**config.mk**
```make
export PLATFORM = sky130hd
export DESIGN_NAME = imem_loader_flat
export DESIGN_NICKNAME = d
export VERILOG_FILES = /design/src/rtl/imem_loader_pkg.sv /design/src/rtl/imem_loader_if.sv /design/src/rtl/imem_loader_word_assembler.sv /design/src/rtl/imem_loader.sv /design/src/flat_wrapper.sv
export SDC_FILE = /design/constraint.sdc
export NUM_CORES = 1
export LEC_CHECK = 0
export ABC_CLOCK_PERIOD_IN_PS = 2000
export BUFFER_PORTS_ARGS = -buffer_cell sky130_fd_sc_hd__buf_4
export CAP_MARGIN = 20
export CORE_ASPECT_RATIO = 2
export CORE_MARGIN = 2
export CORE_UTILIZATION = 41
export CTS_CLUSTER_DIAMETER = 80
export DETAILED_ROUTE_END_ITERATION = 7
export HOLD_SLACK_MARGIN = 0.06
export MAX_ROUTING_LAYER = met4
export PLACE_DENSITY = 0.75
export SLEW_MARGIN = 25
export SYNTH_ARGS = -nofsm -noshare
export SYNTH_HDL_FRONTEND = slang
export SYNTH_HIERARCHICAL = 1
export SYNTH_SLANG_ARGS = --single-unit
```
**constraint.sdc**
```tcl
create_clock -name clk -period 2 [get_ports clk]
set_input_delay 0.4 -clock clk [delete_from_list [all_inputs] [get_ports clk]]
set_output_delay 0.4 -clock clk [all_outputs]
set_load 0.05 [all_outputs]
```
**src/rtl/imem_loader_pkg.sv**
```systemverilog
// Shared definitions for the instruction-memory loader: state encoding,
// memory depth and the byte-insert helper used by the word assembler.
package imem_loader_pkg;

  localparam int IMEM_DEPTH = 64;

  typedef enum logic [2:0] {
    IDLE  = 3'd0,
    HDR   = 3'd1,
    DATA  = 3'd2,
    WRITE = 3'd3,
    DONE  = 3'd4,
    ERR   = 3'd5
  } loader_state_t;

  // Place byte b into lane k of word w (lane 0 = bits [7:0]).
  function automatic logic [31:0] insert_byte(input logic [31:0] w,
                                              input logic [1:0]  k,
                                              input logic [7:0]  b);
    logic [31:0] r;
    r = w;
    r[{k, 3'b000} +: 8] = b;
    return r;
  endfunction

endpackage

```
**src/rtl/imem_loader_if.sv**
```systemverilog
// Byte-stream input and instruction-memory write port of the loader.
interface imem_loader_if;
  logic [7:0]  byte_in;
  logic        byte_valid;
  logic        byte_ready;
  logic        imem_we;
  logic [31:0] imem_addr;
  logic [31:0] imem_wd;

  modport master (
    output byte_in, byte_valid,
    input  byte_ready, imem_we, imem_addr, imem_wd
  );

  modport slave (
    input  byte_in, byte_valid,
    output byte_ready, imem_we, imem_addr, imem_wd
  );
endinterface

```
**src/rtl/imem_loader_word_assembler.sv**
```systemverilog
// Collects four bytes little-endian into a 32-bit word; o_word is the value
// including the byte being pushed so the top can capture it on the 4th push.
module imem_loader_word_assembler
  import imem_loader_pkg::*;
(
  input  logic        clk,
  input  logic        rst,
  input  logic        i_clr,
  input  logic        i_push,
  input  logic [7:0]  i_byte,
  output logic [31:0] o_word,
  output logic        o_full
);

  logic [1:0]  r_cnt;
  logic [31:0] r_word;

  assign o_word = insert_byte(r_word, r_cnt, i_byte);
  assign o_full = i_push && (r_cnt == 2'd3);

  // Byte counter and partial word; the counter wraps to 0 after a full word.
  always_ff @(posedge clk or negedge rst) begin
    if (!rst) begin
      r_cnt  <= 2'd0;
      r_word <= 32'd0;
    end else if (i_clr) begin
      r_cnt  <= 2'd0;
      r_word <= 32'd0;
    end else if (i_push) begin
      r_cnt  <= r_cnt + 2'd1;
      r_word <= o_word;
    end
  end

endmodule

```
**src/rtl/imem_loader.sv**
```systemverilog
// Program loader: takes a header count plus N little-endian words from a byte
// stream, writes them to instruction memory and releases the core when done.
module imem_loader
  import imem_loader_pkg::*;
#(
  parameter int DEPTH = IMEM_DEPTH,
  parameter int CNT_W = 8
) (
  input  logic          clk,
  input  logic          rst,
  input  logic          start,
  imem_loader_if.slave  bus,
  output logic          cpu_rst_n,
  output logic          done,
  output logic          err
);

  loader_state_t r_state, w_next;
  logic [CNT_W-1:0] r_n, r_word_idx;
  logic             r_byte_ready, r_we, r_done, r_err, r_cpu_rst_n;
  logic [31:0]      r_addr, r_wd;
  logic             w_accept, w_hdr_bad, w_push, w_clr, w_full, w_idx_last;
  logic [31:0]      w_word;

  assign w_accept   = bus.byte_valid && r_byte_ready;
  assign w_hdr_bad  = (bus.byte_in == 8'd0) || (32'(bus.byte_in) > 32'(DEPTH));
  assign w_push     = w_accept && (r_state == DATA);
  assign w_clr      = w_accept && (r_state == HDR);
  assign w_idx_last = ((r_word_idx + CNT_W'(1)) == r_n);

  imem_loader_word_assembler u_asm (
    .clk    (clk),
    .rst    (rst),
    .i_clr  (w_clr),
    .i_push (w_push),
    .i_byte (bus.byte_in),
    .o_word (w_word),
    .o_full (w_full)
  );

  // State register.
  always_ff @(posedge clk or negedge rst) begin
    if (!rst) r_state <= IDLE;
    else      r_state <= w_next;
  end

  // Next-state logic.
  always_comb begin
    w_next = r_state;
    case (r_state)
      IDLE:    if (start) w_next = HDR; else w_next = IDLE;
      HDR: begin
        if (w_accept) w_next = w_hdr_bad ? ERR : DATA;
        else          w_next = HDR;
      end
      DATA:    if (w_full) w_next = WRITE; else w_next = DATA;
      WRITE:   if (w_idx_last) w_next = DONE; else w_next = DATA;
      DONE:    if (start) w_next = HDR; else w_next = DONE;
      ERR:     if (start) w_next = HDR; else w_next = ERR;
      default: w_next = IDLE;
    endcase
  end

  // Header count and word index; the index stops at N-1.
  always_ff @(posedge clk or negedge rst) begin
    if (!rst) begin
      r_n        <= '0;
      r_word_idx <= '0;
    end else if (w_clr) begin
      r_n        <= CNT_W'(bus.byte_in);
      r_word_idx <= '0;
    end else if ((r_state == WRITE) && !w_idx_last) begin
      r_word_idx <= r_word_idx + CNT_W'(1);
    end
  end

  // Outputs registered from the next state so they line up with the state they decode.
  always_ff @(posedge clk or negedge rst) begin
    if (!rst) begin
      r_byte_ready <= 1'b0;
      r_we         <= 1'b0;
      r_done       <= 1'b0;
      r_err        <= 1'b0;
      r_cpu_rst_n  <= 1'b0;
      r_addr       <= 32'd0;
      r_wd         <= 32'd0;
    end else begin
      r_byte_ready <= (w_next == HDR) || (w_next == DATA);
      r_we         <= (w_next == WRITE);
      r_done       <= (w_next == DONE);
      r_err        <= (w_next == ERR);
      r_cpu_rst_n  <= (w_next == DONE);
      if (w_full) begin
        r_addr <= 32'({r_word_idx, 2'b00});
        r_wd   <= w_word;
      end
    end
  end

  assign bus.byte_ready = r_byte_ready;
  assign bus.imem_we    = r_we;
  assign bus.imem_addr  = r_addr;
  assign bus.imem_wd    = r_wd;
  assign cpu_rst_n      = r_cpu_rst_n;
  assign done           = r_done;
  assign err            = r_err;

endmodule

```
**src/flat_wrapper.sv**
```systemverilog
// flat-port wrapper written by rule: the top's interface ports become plain ports
module imem_loader_flat import imem_loader_pkg::*;
#(
  parameter int DEPTH = IMEM_DEPTH,
  parameter int CNT_W = 8
)
  (clk, rst, start, cpu_rst_n, done, err, bus_byte_in, bus_byte_valid, bus_byte_ready, bus_imem_we, bus_imem_addr, bus_imem_wd);
  imem_loader_if bus_i ();
  input  logic clk;
  input  logic rst;
  input  logic start;
  output logic cpu_rst_n;
  output logic done;
  output logic err;
  input wire logic [$bits(bus_i.byte_in)-1:0] bus_byte_in;
  input wire logic [$bits(bus_i.byte_valid)-1:0] bus_byte_valid;
  output wire logic [$bits(bus_i.byte_ready)-1:0] bus_byte_ready;
  output wire logic [$bits(bus_i.imem_we)-1:0] bus_imem_we;
  output wire logic [$bits(bus_i.imem_addr)-1:0] bus_imem_addr;
  output wire logic [$bits(bus_i.imem_wd)-1:0] bus_imem_wd;
  assign bus_i.byte_in = bus_byte_in;
  assign bus_i.byte_valid = bus_byte_valid;
  assign bus_byte_ready = bus_i.byte_ready;
  assign bus_imem_we = bus_i.imem_we;
  assign bus_imem_addr = bus_i.imem_addr;
  assign bus_imem_wd = bus_i.imem_wd;
  imem_loader #(.DEPTH(DEPTH), .CNT_W(CNT_W)) u_core (.clk(clk), .rst(rst), .start(start), .bus(bus_i), .cpu_rst_n(cpu_rst_n), .done(done), .err(err));
endmodule
```
==> results of run 1 <==
cells in the mapped netlist, types with 4 or more instances:
library cell	instances
nor2_1	23
nor3b_1	4
mux2_2	44
xor2_1	5
buf_2	7
ha_1	6
o32ai_1	4
clkbuf_1	5
buf_1	4
inv_1	17
a2bb2oi_1	4
a22o_1	29
a21oi_1	8
nand2_1	29
mux2_1	7
xnor2_1	6
nor3_1	5
dfrtp_1	97
buf_4	30
or3_1	5
nand3_1	14
o21ai_0	14
a32oi_1	11
state kept, by name, summed over array words and instances, names as in the netlist:
| name | cells |
|---|---|
| u_core/bus.imem_addr | 8 |
| u_core/r_n | 8 |
| u_core/bus.imem_wd | 32 |
| u_core/bus.imem_we | 1 |
| u_core/cpu_rst_n | 1 |
| u_core/err | 1 |
| u_core/bus.byte_ready | 1 |
| u_core/u_asm/r_cnt | 2 |
| u_core/r_state | 3 |
| u_core/u_asm/r_word | 32 |
| u_core/r_word_idx | 8 |
layout make-up:
type	instances	area, um^2	share of cell area (%)
clock inverter	5	38.79	0.6416
sequential	97	2431	40.21
multi-input combinational	286	2242	37.09
timing repair buffer	104	832.0	13.76
inverter	18	67.56	1.118
clock buffer	11	252.7	4.180
tap	145	181.4	3.001
path summary, 6_finish.rpt:
check	from	endpoint	slack [ns]
min in group asynchronous	rst	u_core/r_state[0]	0.57
worst max register to register	u_core/r_word_idx[0]	u_core/r_word_idx[2]	-0.16
worst max-delay path	u_core/r_word_idx[0]	u_core/r_word_idx[2]	-0.16
max in group asynchronous	rst	u_core/u_asm/r_word[16]	0.76
worst min register to register	u_core/r_n[2]	u_core/r_n[2]	0.50
worst min-delay path	bus_byte_in[6]	u_core/u_asm/r_word[22]	0.40
power groups by stage:
stage	logic (mW)	clock network, mW	registers (mW)
after CTS	1.77	1.71	2.32
final	1.83	1.68	2.33
after global placement	1.65	0	2.33
after detailed placement	1.70	0	2.34
after floorplan	1.16	0	2.39
after global routing	1.98	1.80	2.35
cell families (layout without fill, tap and decap cells):
logic type | count (synthesis) | count (layout) | share of synthesized area, %
xor gates and xnor gates | 12 | 12 | 2.455
and+or+nand+nor | 106 | 106 | 12.33
adders and majority gates | 6 | 6 | 1.534
DFF | 97 | 97 | 49.62
muxes | 52 | 52 | 11.94
AOI/OAI and AO/OA | 86 | 86 | 13.96
other | 1 | 24 | 0.07665
buffers and inverters | 67 | 138 | 8.082
critical path, cell delays in order, from the launching register on:
cell and delay (ns):
dfrtp_1 0.42, ha_4 0.17, xor3_1 0.23, nor3_2 0.22
nand4b_1 0.14, buf_4 0.17, o31ai_4 0.25, buf_6 0.16
nor3b_1 0.04, a211o_1 0.25
layer usage:
metal	global-route usage (%)	vias up	share of wire, %
li1	-	1673	-
met1	19.74	1819	37
met2	33.73	101	56
met3	3.401	25	4.0
met4	8.797	0	2.8
met5	-	-	0
metrics by stage:
step	utilization, %	cells	worst slack (ns)	instance area (um^2)	total power, mW
floorplan	-	450	-0.02808	5002	3.553
global placement	48.14	645	-0.2057	5633	3.974
detailed placement	48.14	645	-0.2200	5633	4.046
CTS	51.14	665	-0.1442	5984	5.796
global route	51.67	666	-0.2690	6046	6.131
finish	51.67	666	-0.1612	6046	5.834
layout by cell type, fill, tap and decap left out, drive strengths merged, types with 9 or more instances in the layout:
cell type / count
conb: 24
inv: 19
nor2: 23
dfrtp: 97
a21oi: 9
clkbuf: 11
buf: 103
a22o: 29
o21ai: 17
nand3: 14
mux2: 51
nand2: 29
a32oi: 11
repair_timing:
action                                  in CTS  in global routing
resized for setup                            6                 15
pin swaps                                    2                  6
buffers inserted                             3                  4
hold endpoints to repair                    38                  0
hold buffers                                 1                  0
endpoints found under the setup margin      11                 30
==> flow_metrics.tcl, run 1 <==
set metrics [dict create \
    ys_seq_area_share_pct 49.62 \
    detail_route.iter0.violations 267 \
    pwr-share-seq_pct 39.9 \
    setup_ws_ns -0.1612 \
    gp_congestion 0.8291 \
    ant_nets 0 \
    cts-buffers-inserted 9 \
    worstPathRequired_ns 2.24 \
    finalHoldViolCount 0 \
    crit_type "flip-flop to flip-flop" \
    wl_per_cell_um 17.00 \
    power_switching_mw 1.999 \
    violations "negative setup slack" \
    cp.arrival_ns 2.40 \
    cts_max_level 3 \
    setup_viol 11 \
    netlist_top_cells_area "dfrtp_1, mux2_2, a22o_1, buf_4, nand2_1" \
    synth_top_area_share_pct 49.62 \
    antenna_found_initial 0 \
    critPathLaunchType "flip-flop" \
    num_io_pins 81 \
    yosysTopAreaCell "dfrtp_1" \
    fin_setup_tns_ns -1.045 \
    cts-root-buf "clkbuf_16" \
    period_minus_slack_ns 2.161 \
    leakage_nw 2.882 \
    tritoncts "built" \
    synth_edf_count 0 \
    cellInternalPower_mw 3.835 \
    netlist_area_um2 4892 \
    yosys_warnings 6 \
    diodes 0 \
    final_max_slew_viol_count 0 \
    syn_avg_cell_area_um2 11.46 \
    hold_class "primary input to flip-flop" \
    detail_route.first_pass.iterations 4 \
    slew_headroom_pct 64.35 \
    post-route-period-util_pct 108.1 \
    fp.coreArea_um2 11700 \
    routed_wl_mm 11.32 \
    dieArea_um2 12870 \
    async_flop_share_pct 100.0 \
    fin_skew_ns 0.007713 \
    vias_per_cell 5.432 \
    cts_sinks 97 \
    ys_seq_elements 97 \
    nets 534 \
    worst_r2r_path_depth 9 \
    p_clk_share_pct 28.8 \
    synth_ff_type "dfrtp_1" \
    clock_latency_ns 0.35 \
    p_comb_share_pct 31.3 \
    postSynthCellCount 427 \
    rows 56 \
    ir_drop_uv 563.9 \
    hpwl_mm 8.271 \
    synth_cell_types 57 \
    rsz0062_at_grt "true" \
    cts_max_path_buffers 2 \
    cp_max_fo 5 \
    grt_use_total_pct 18.91 \
    outcome "complete, but fails checks" \
    num_vias 3618 \
    syn_to_final_growth_pct 23.58 \
    drive_gt1_share_pct 37.24 \
    grt_pass1_wl_mm 18.00 \
    grt_start_max_net_pins 41 \
    initial_core_util_pct 41.81 \
    grt-ovfl-total 0 \
    io_buffers 56 \
    worst_pin_slew_ns 0.5347 \
    grt_pass1_vias 3711 \
    clk_pin_slew_ns 0.07 \
    end_kind "flip-flop" \
    fillers 1016 \
    timing.fmax_mhz 462.7 \
    hold_depth 2 \
    pwr_density_cell_nw_per_um2 964.9 \
    swShare_pct 34.27 \
    die_w_um 81.24 \
    drv_cap 0 \
    drc 0 \
    fp.dieH_um 158.5 \
    holdWs_ns 0.3971 \
]
Power figures use the tool's default switching activity.
==> inputs of run 2 (changes only) <==
--- a/config.mk
+++ b/config.mk
@@ -5,7 +5,7 @@
 export SDC_FILE = /design/constraint.sdc
 export NUM_CORES = 1
 export LEC_CHECK = 0
-export ABC_CLOCK_PERIOD_IN_PS = 2000
+export ABC_CLOCK_PERIOD_IN_PS = 2500
 export BUFFER_PORTS_ARGS = -buffer_cell sky130_fd_sc_hd__buf_4
 export CAP_MARGIN = 20
 export CORE_ASPECT_RATIO = 2
@@ -15,7 +15,7 @@
 export DETAILED_ROUTE_END_ITERATION = 7
 export HOLD_SLACK_MARGIN = 0.06
 export MAX_ROUTING_LAYER = met4
-export PLACE_DENSITY = 0.75
+export PLACE_DENSITY = 0.72
 export SLEW_MARGIN = 25
 export SYNTH_ARGS = -nofsm -noshare
 export SYNTH_HDL_FRONTEND = slang
==> constraint.sdc (replaced) <==
create_clock -name clk -period 2.5 [get_ports clk]
set_input_delay 0.5 -clock clk [delete_from_list [all_inputs] [get_ports clk]]
set_output_delay 0.5 -clock clk [all_outputs]
set_load 0.05 [all_outputs]
==> run 2 against run 1 <==
Against the previous run: the flow now finishes without violations; utilization decreased by 2.3 points; global-route usage rose by 0.46 points; first-iteration DRC count down 32%; non-clock buffer count decreased by 23; count of clock-buffer cells in the layout shrank 1; final cell count shrank 3.5%; critical path depth shrank 1; critical path type unchanged; sequential share of layout area is 1.8 points higher; cell area shrank 4.4%.
==> flow_metrics.tcl, run 2 (synthesis gave the netlist of run 1 again) <==
set metrics [dict create \
    outcome "finished clean" \
    rsz0062_at_grt "false" \
    fin_setup_tns_ns 0 \
    critPathLaunchType "flip-flop" \
    worst_pin_slew_ns 0.5584 \
    drv_cap 0 \
    final_max_slew_viol_count 0 \
    path_cells "ha_2 > xor3_1 > nor3_2 > nand4b_1 > o31ai_2 > buf_4 > nor3_1 > a211o_1" \
    leakage_nw 2.764 \
    hpwl_mm 8.086 \
    syn_to_final_growth_pct 18.08 \
    drive_gt1_share_pct 31.73 \
    ir_drop_uv 389.3 \
    fp.dieH_um 158.5 \
    cp.arrival_ns 2.64 \
    worst_r2r_path_depth 8 \
    holdWs_ns 0.1300 \
    fp.coreArea_um2 11700 \
    tritoncts "built" \
    instances_no_fill 643 \
    cp-startpoint "u_core/r_word_idx[1]" \
    io_buffers 56 \
    grt_pass1_vias 3631 \
    grt_pass1_wl_mm 18.30 \
    slew_headroom_pct 62.77 \
    wl_per_cell_um 17.44 \
    pwr_density_cell_nw_per_um2 780.0 \
    grt_use_total_pct 19.37 \
    fillers 1058 \
    num_vias 3539 \
    hold_class "primary input to asynchronous set/reset pin" \
    cts_max_level 3 \
    ant_nets 0 \
    num_io_pins 81 \
    setup_viol 0 \
    grt_start_max_net_pins 58 \
    r2r-start "u_core/r_word_idx[1]" \
    end_kind "flip-flop" \
    period_minus_slack_ns 2.412 \
    cp_slowest_cell "xor3_1" \
    max_stage_delay_ns 0.42 \
    placed_cell_area_um2 5455 \
    worstPathRequired_ns 2.73 \
    vias_per_cell 5.504 \
    cts_sinks 97 \
    fin_skew_ns 0.007506 \
    drc 0 \
    clock_latency_ns 0.35 \
    post-route-period-util_pct 96.49 \
    detail_route.iter0.violations 182 \
    cts_max_path_buffers 2 \
    final_util_pct 49.37 \
    r2r_setup_slack_ns 0.09 \
    multi_input_area_um2 2163 \
    seqCellArea_um2 2427 \
    diodes 0 \
    crit_type "flip-flop to flip-flop" \
    antenna_found_initial 0 \
    clk_pin_slew_ns 0.07 \
    cts-root-buf "clkbuf_16" \
    detail_route.first_pass.iterations 5 \
    cp_max_fo 7 \
    dieArea_um2 12870 \
    initial_core_util_pct 41.81 \
    grt-ovfl-total 0 \
    timing.rr.end "u_core/r_word_idx[3]" \
    cts-buffers-inserted 9 \
    final_cell_mix "dfrtp_1, buf_4, mux2_2, nand2_1, a22o_1" \
    layout_commonest_cell "dfrtp_1" \
    design_area_um2 5777 \
    timing.fmax_mhz 414.6 \
    place_ws_ns -0.008255 \
    dpl.cell_count 625 \
    finalHoldViolCount 0 \
    setup_ws_ns 0.08777 \
    finalPower_mw 4.506 \
    gp_congestion 0.8896 \
    die_w_um 81.24 \
    rows 56 \
    routed_wl_mm 11.21 \
    nets 511 \
]
## run 2: worst max path at each step
stage                              end  slack (ns)  cells past startpoint
2_1_floorplan  u_core/bus.imem_addr[2]        0.22                      7
3_3_place_gp     u_core/bus.byte_ready        0.06                      7
3_5_place_dp     u_core/bus.byte_ready      -0.008                      7
4_1_cts           u_core/r_word_idx[3]        0.06                      8
5_1_grt           u_core/r_word_idx[3]       0.005                      8
6_report          u_core/r_word_idx[3]        0.09                      8
## run 2: layer usage
metal | vias to the layer above | share of wire [%] | GRT usage [%]
met5 | - | 0 | -
li1 | 1625 | - | -
met1 | 1790 | 37 | 20.22
met2 | 102 | 56 | 33.88
met4 | 0 | 3.1 | 9.766
met3 | 22 | 4.0 | 3.912
## run 2: power by group
group / internal (mW) / total [mW] / switching [mW]
clock: 0.804 / 1.40 / 0.592
sequential: 1.73 / 1.86 / 0.131
combinational: 0.467 / 1.25 / 0.784
total: 3.00 / 4.51 / 1.51
## run 2: worst max-delay path, delay by kind of cell, from the launching register on
| family | cells | cell delay (ns) |
|---|---|---|
| AO/OA/AOI/OAI | 2 | 0.58 |
| XOR/XNOR | 1 | 0.42 |
| adder cells (fa/ha/maj) | 1 | 0.24 |
| buffers and inverters | 1 | 0.20 |
| flip-flops | 1 | 0.40 |
| AND/OR/NAND/NOR | 3 | 0.44 |
## run 2: final cells by class
type	count	area share, %
clock buffers	10	4.137
clock inverters	6	1.126
inverters	18	1.170
multi-input cells	286	37.45
flip-flops and latches	97	42.02
well taps	145	3.141
repair buffers	81	10.96
## run 2: what timing repair did
action / CTS / global route
resized for setup: 0 / 1
buffers inserted: 0 / 2
endpoints found under the setup margin: 0 / 2
hold buffers: 0 / 0
==> inputs of run 3 (changes only) <==
--- a/config.mk
+++ b/config.mk
@@ -10,12 +10,13 @@
 export CAP_MARGIN = 20
 export CORE_ASPECT_RATIO = 2
 export CORE_MARGIN = 2
-export CORE_UTILIZATION = 41
-export CTS_CLUSTER_DIAMETER = 80
+export CORE_UTILIZATION = 40
+export CTS_CLUSTER_DIAMETER = 200
 export DETAILED_ROUTE_END_ITERATION = 7
 export HOLD_SLACK_MARGIN = 0.06
 export MAX_ROUTING_LAYER = met4
-export PLACE_DENSITY = 0.72
+export PLACE_DENSITY = 0.71
+export REMOVE_ABC_BUFFERS = 1
 export SLEW_MARGIN = 25
 export SYNTH_ARGS = -nofsm -noshare
 export SYNTH_HDL_FRONTEND = slang
==> run 3 against run 2 <==
Against the previous run: via count down 0.76%; total power up 3.5%; sequential cell count unchanged; hold slack better by 0.034 ns; highest routed layer unchanged; final cell count down 0.16%; largest cell class unchanged; cell area up 0.48%; count of clock-buffer cells in the layout unchanged; clock power up 14%; combinational power down 4%.
==> flow_metrics.tcl, run 3 (synthesis gave the netlist of run 1 again) <==
set metrics [dict create \
    outcome "finished clean" \
    drc 0 \
    multi_input_area_um2 2163 \
    leakage_nw 2.778 \
    grt_use_total_pct 17.68 \
    seqCellArea_um2 2427 \
    hpwl_mm 7.802 \
    power_switching_mw 1.481 \
    finalHoldViolCount 0 \
    final_max_slew_viol_count 0 \
    pwr-share-seq_pct 40.2 \
    setup_ws_ns 0.1766 \
    timing.fmax_mhz 430.4 \
    layout_commonest_cell "dfrtp_1" \
    hold_class "primary input to asynchronous set/reset pin" \
    slew_headroom_pct 56.57 \
    wl_per_cell_um 16.70 \
    grt-ovfl-total 0 \
    io_buffers 56 \
    fin_skew_ns 0.01010 \
    final_cell_mix "dfrtp_1, buf_4, mux2_2, nand2_1, a22o_1" \
    syn_to_final_growth_pct 18.64 \
    cellInternalPower_mw 3.181 \
    worst_pin_slew_ns 0.6514 \
    drv_cap 0 \
    cts_max_level 3 \
    p_comb_share_pct 25.8 \
    cts_sinks 97 \
    post-route-period-util_pct 92.94 \
    grt_pass1_wl_mm 17.51 \
    vias_per_cell 5.470 \
    rsz0062_at_grt "false" \
    diodes 0 \
    setup_viol 0 \
    crit_type "flip-flop to flip-flop" \
    cp_max_fo 5 \
    max_stage_delay_ns 0.43 \
    detail_route.first_pass.iterations 4 \
    detail_route.iter0.violations 186 \
    cts_max_path_buffers 2 \
    antenna_found_initial 0 \
    tritoncts "built" \
    dpl.cell_count 624 \
    cp_top_family "simple AND/OR/NAND/NOR gates" \
    cts-buffers-inserted 9 \
    cp_slowest_cell "xor3_1" \
    fp.coreArea_um2 12050 \
    holdWs_ns 0.1644 \
    initial_core_util_pct 40.59 \
    clock_latency_ns 0.34 \
    die_w_um 82.20 \
    grt_start_max_net_pins 47 \
    num_vias 3512 \
    period_minus_slack_ns 2.323 \
    num_io_pins 81 \
    clk_pin_slew_ns 0.07 \
    gp_congestion 0.8240 \
    routed_wl_mm 10.72 \
    fp.dieH_um 160.4 \
    ant_nets 0 \
    p_clk_share_pct 34.1 \
    cts_hold_buf 0 \
    instances_no_fill 642 \
    critPathLaunchType "flip-flop" \
    final_util_pct 48.16 \
    swShare_pct 31.77 \
    cts-root-buf "clkbuf_16" \
    ir_drop_uv 411.2 \
    crit_buf_inv 1 \
    dieArea_um2 13180 \
    drive_gt1_share_pct 31.31 \
    path_cells "ha_2 > xor3_1 > nor3_2 > nand4b_1 > or3_4 > o221ai_4 > buf_4 > nor2b_2" \
    rows 57 \
    worstPathRequired_ns 2.77 \
    cp.arrival_ns 2.59 \
    end_kind "flip-flop" \
    place_ws_ns -0.04927 \
    pwr_density_cell_nw_per_um2 803.2 \
    fillers 1097 \
    fin_setup_tns_ns 0 \
    nets 508 \
    grt_pass1_vias 3518 \
]
==> run 3: final timing paths <==
| check | start | to | slack [ns] | cells after the start |
|---|---|---|---|---|
| setup / recovery | u_core/r_word_idx[1] | u_core/cpu_rst_n | 0.18 | 8 |
| hold / removal | rst | u_core/bus.imem_wd[17] | 0.16 | 1 |
| setup reg to reg | u_core/r_word_idx[1] | u_core/cpu_rst_n | 0.18 | 8 |
| hold reg to reg | u_core/u_asm/r_word[16] | u_core/u_asm/r_word[16] | 0.51 | 1 |
| max in group asynchronous | rst | u_core/u_asm/r_word[7] | 1.68 | 2 |
| min in group clk | bus_byte_in[0] | u_core/u_asm/r_word[16] | 0.50 | 2 |
==> run 3: what timing repair did <==
item / 4_1_cts / 5_1_grt
buffers inserted: 0 / 2
resized for setup: 0 / 1
endpoints found under the setup margin: 0 / 4
==> run 3: power by group through the flow <==
stage	clock network (mW)	registers, mW	logic, mW
floorplan	0	1.93	0.754
global placement	0	1.89	1.14
detailed placement	0	1.90	1.18
CTS	1.63	1.87	1.19
global route	1.69	1.89	1.32
finish	1.59	1.87	1.20
==> run 3: metal layers <==
layer | global-route usage (%) | wire (um) | up-vias
met5 | - | 0 | -
met4 | 9.545 | 374 | 0
met3 | 2.303 | 344 | 20
met2 | 28.78 | 5769 | 98
met1 | 20.59 | 4234 | 1776
li1 | - | - | 1618
==> run 3: per-stage QoR <==
step           area, um^2  total power [mW]
2_1_floorplan        4651             2.687
3_3_place_gp         5435             3.029
3_5_place_dp         5435             3.079
4_1_cts              5787             4.695
5_1_grt              5804             4.907
6_report             5804             4.662
==> run 3: area by class of cell <==
type                            instances  area share (%)
Inverter                               18           1.164
Clock buffer                           10           4.117
Sequential cell                        97           41.82
Clock inverter                          6           1.940
Timing Repair Buffer                   78           10.52
Tap cell                              147           3.169
Multi-Input combinational cell        286           37.27
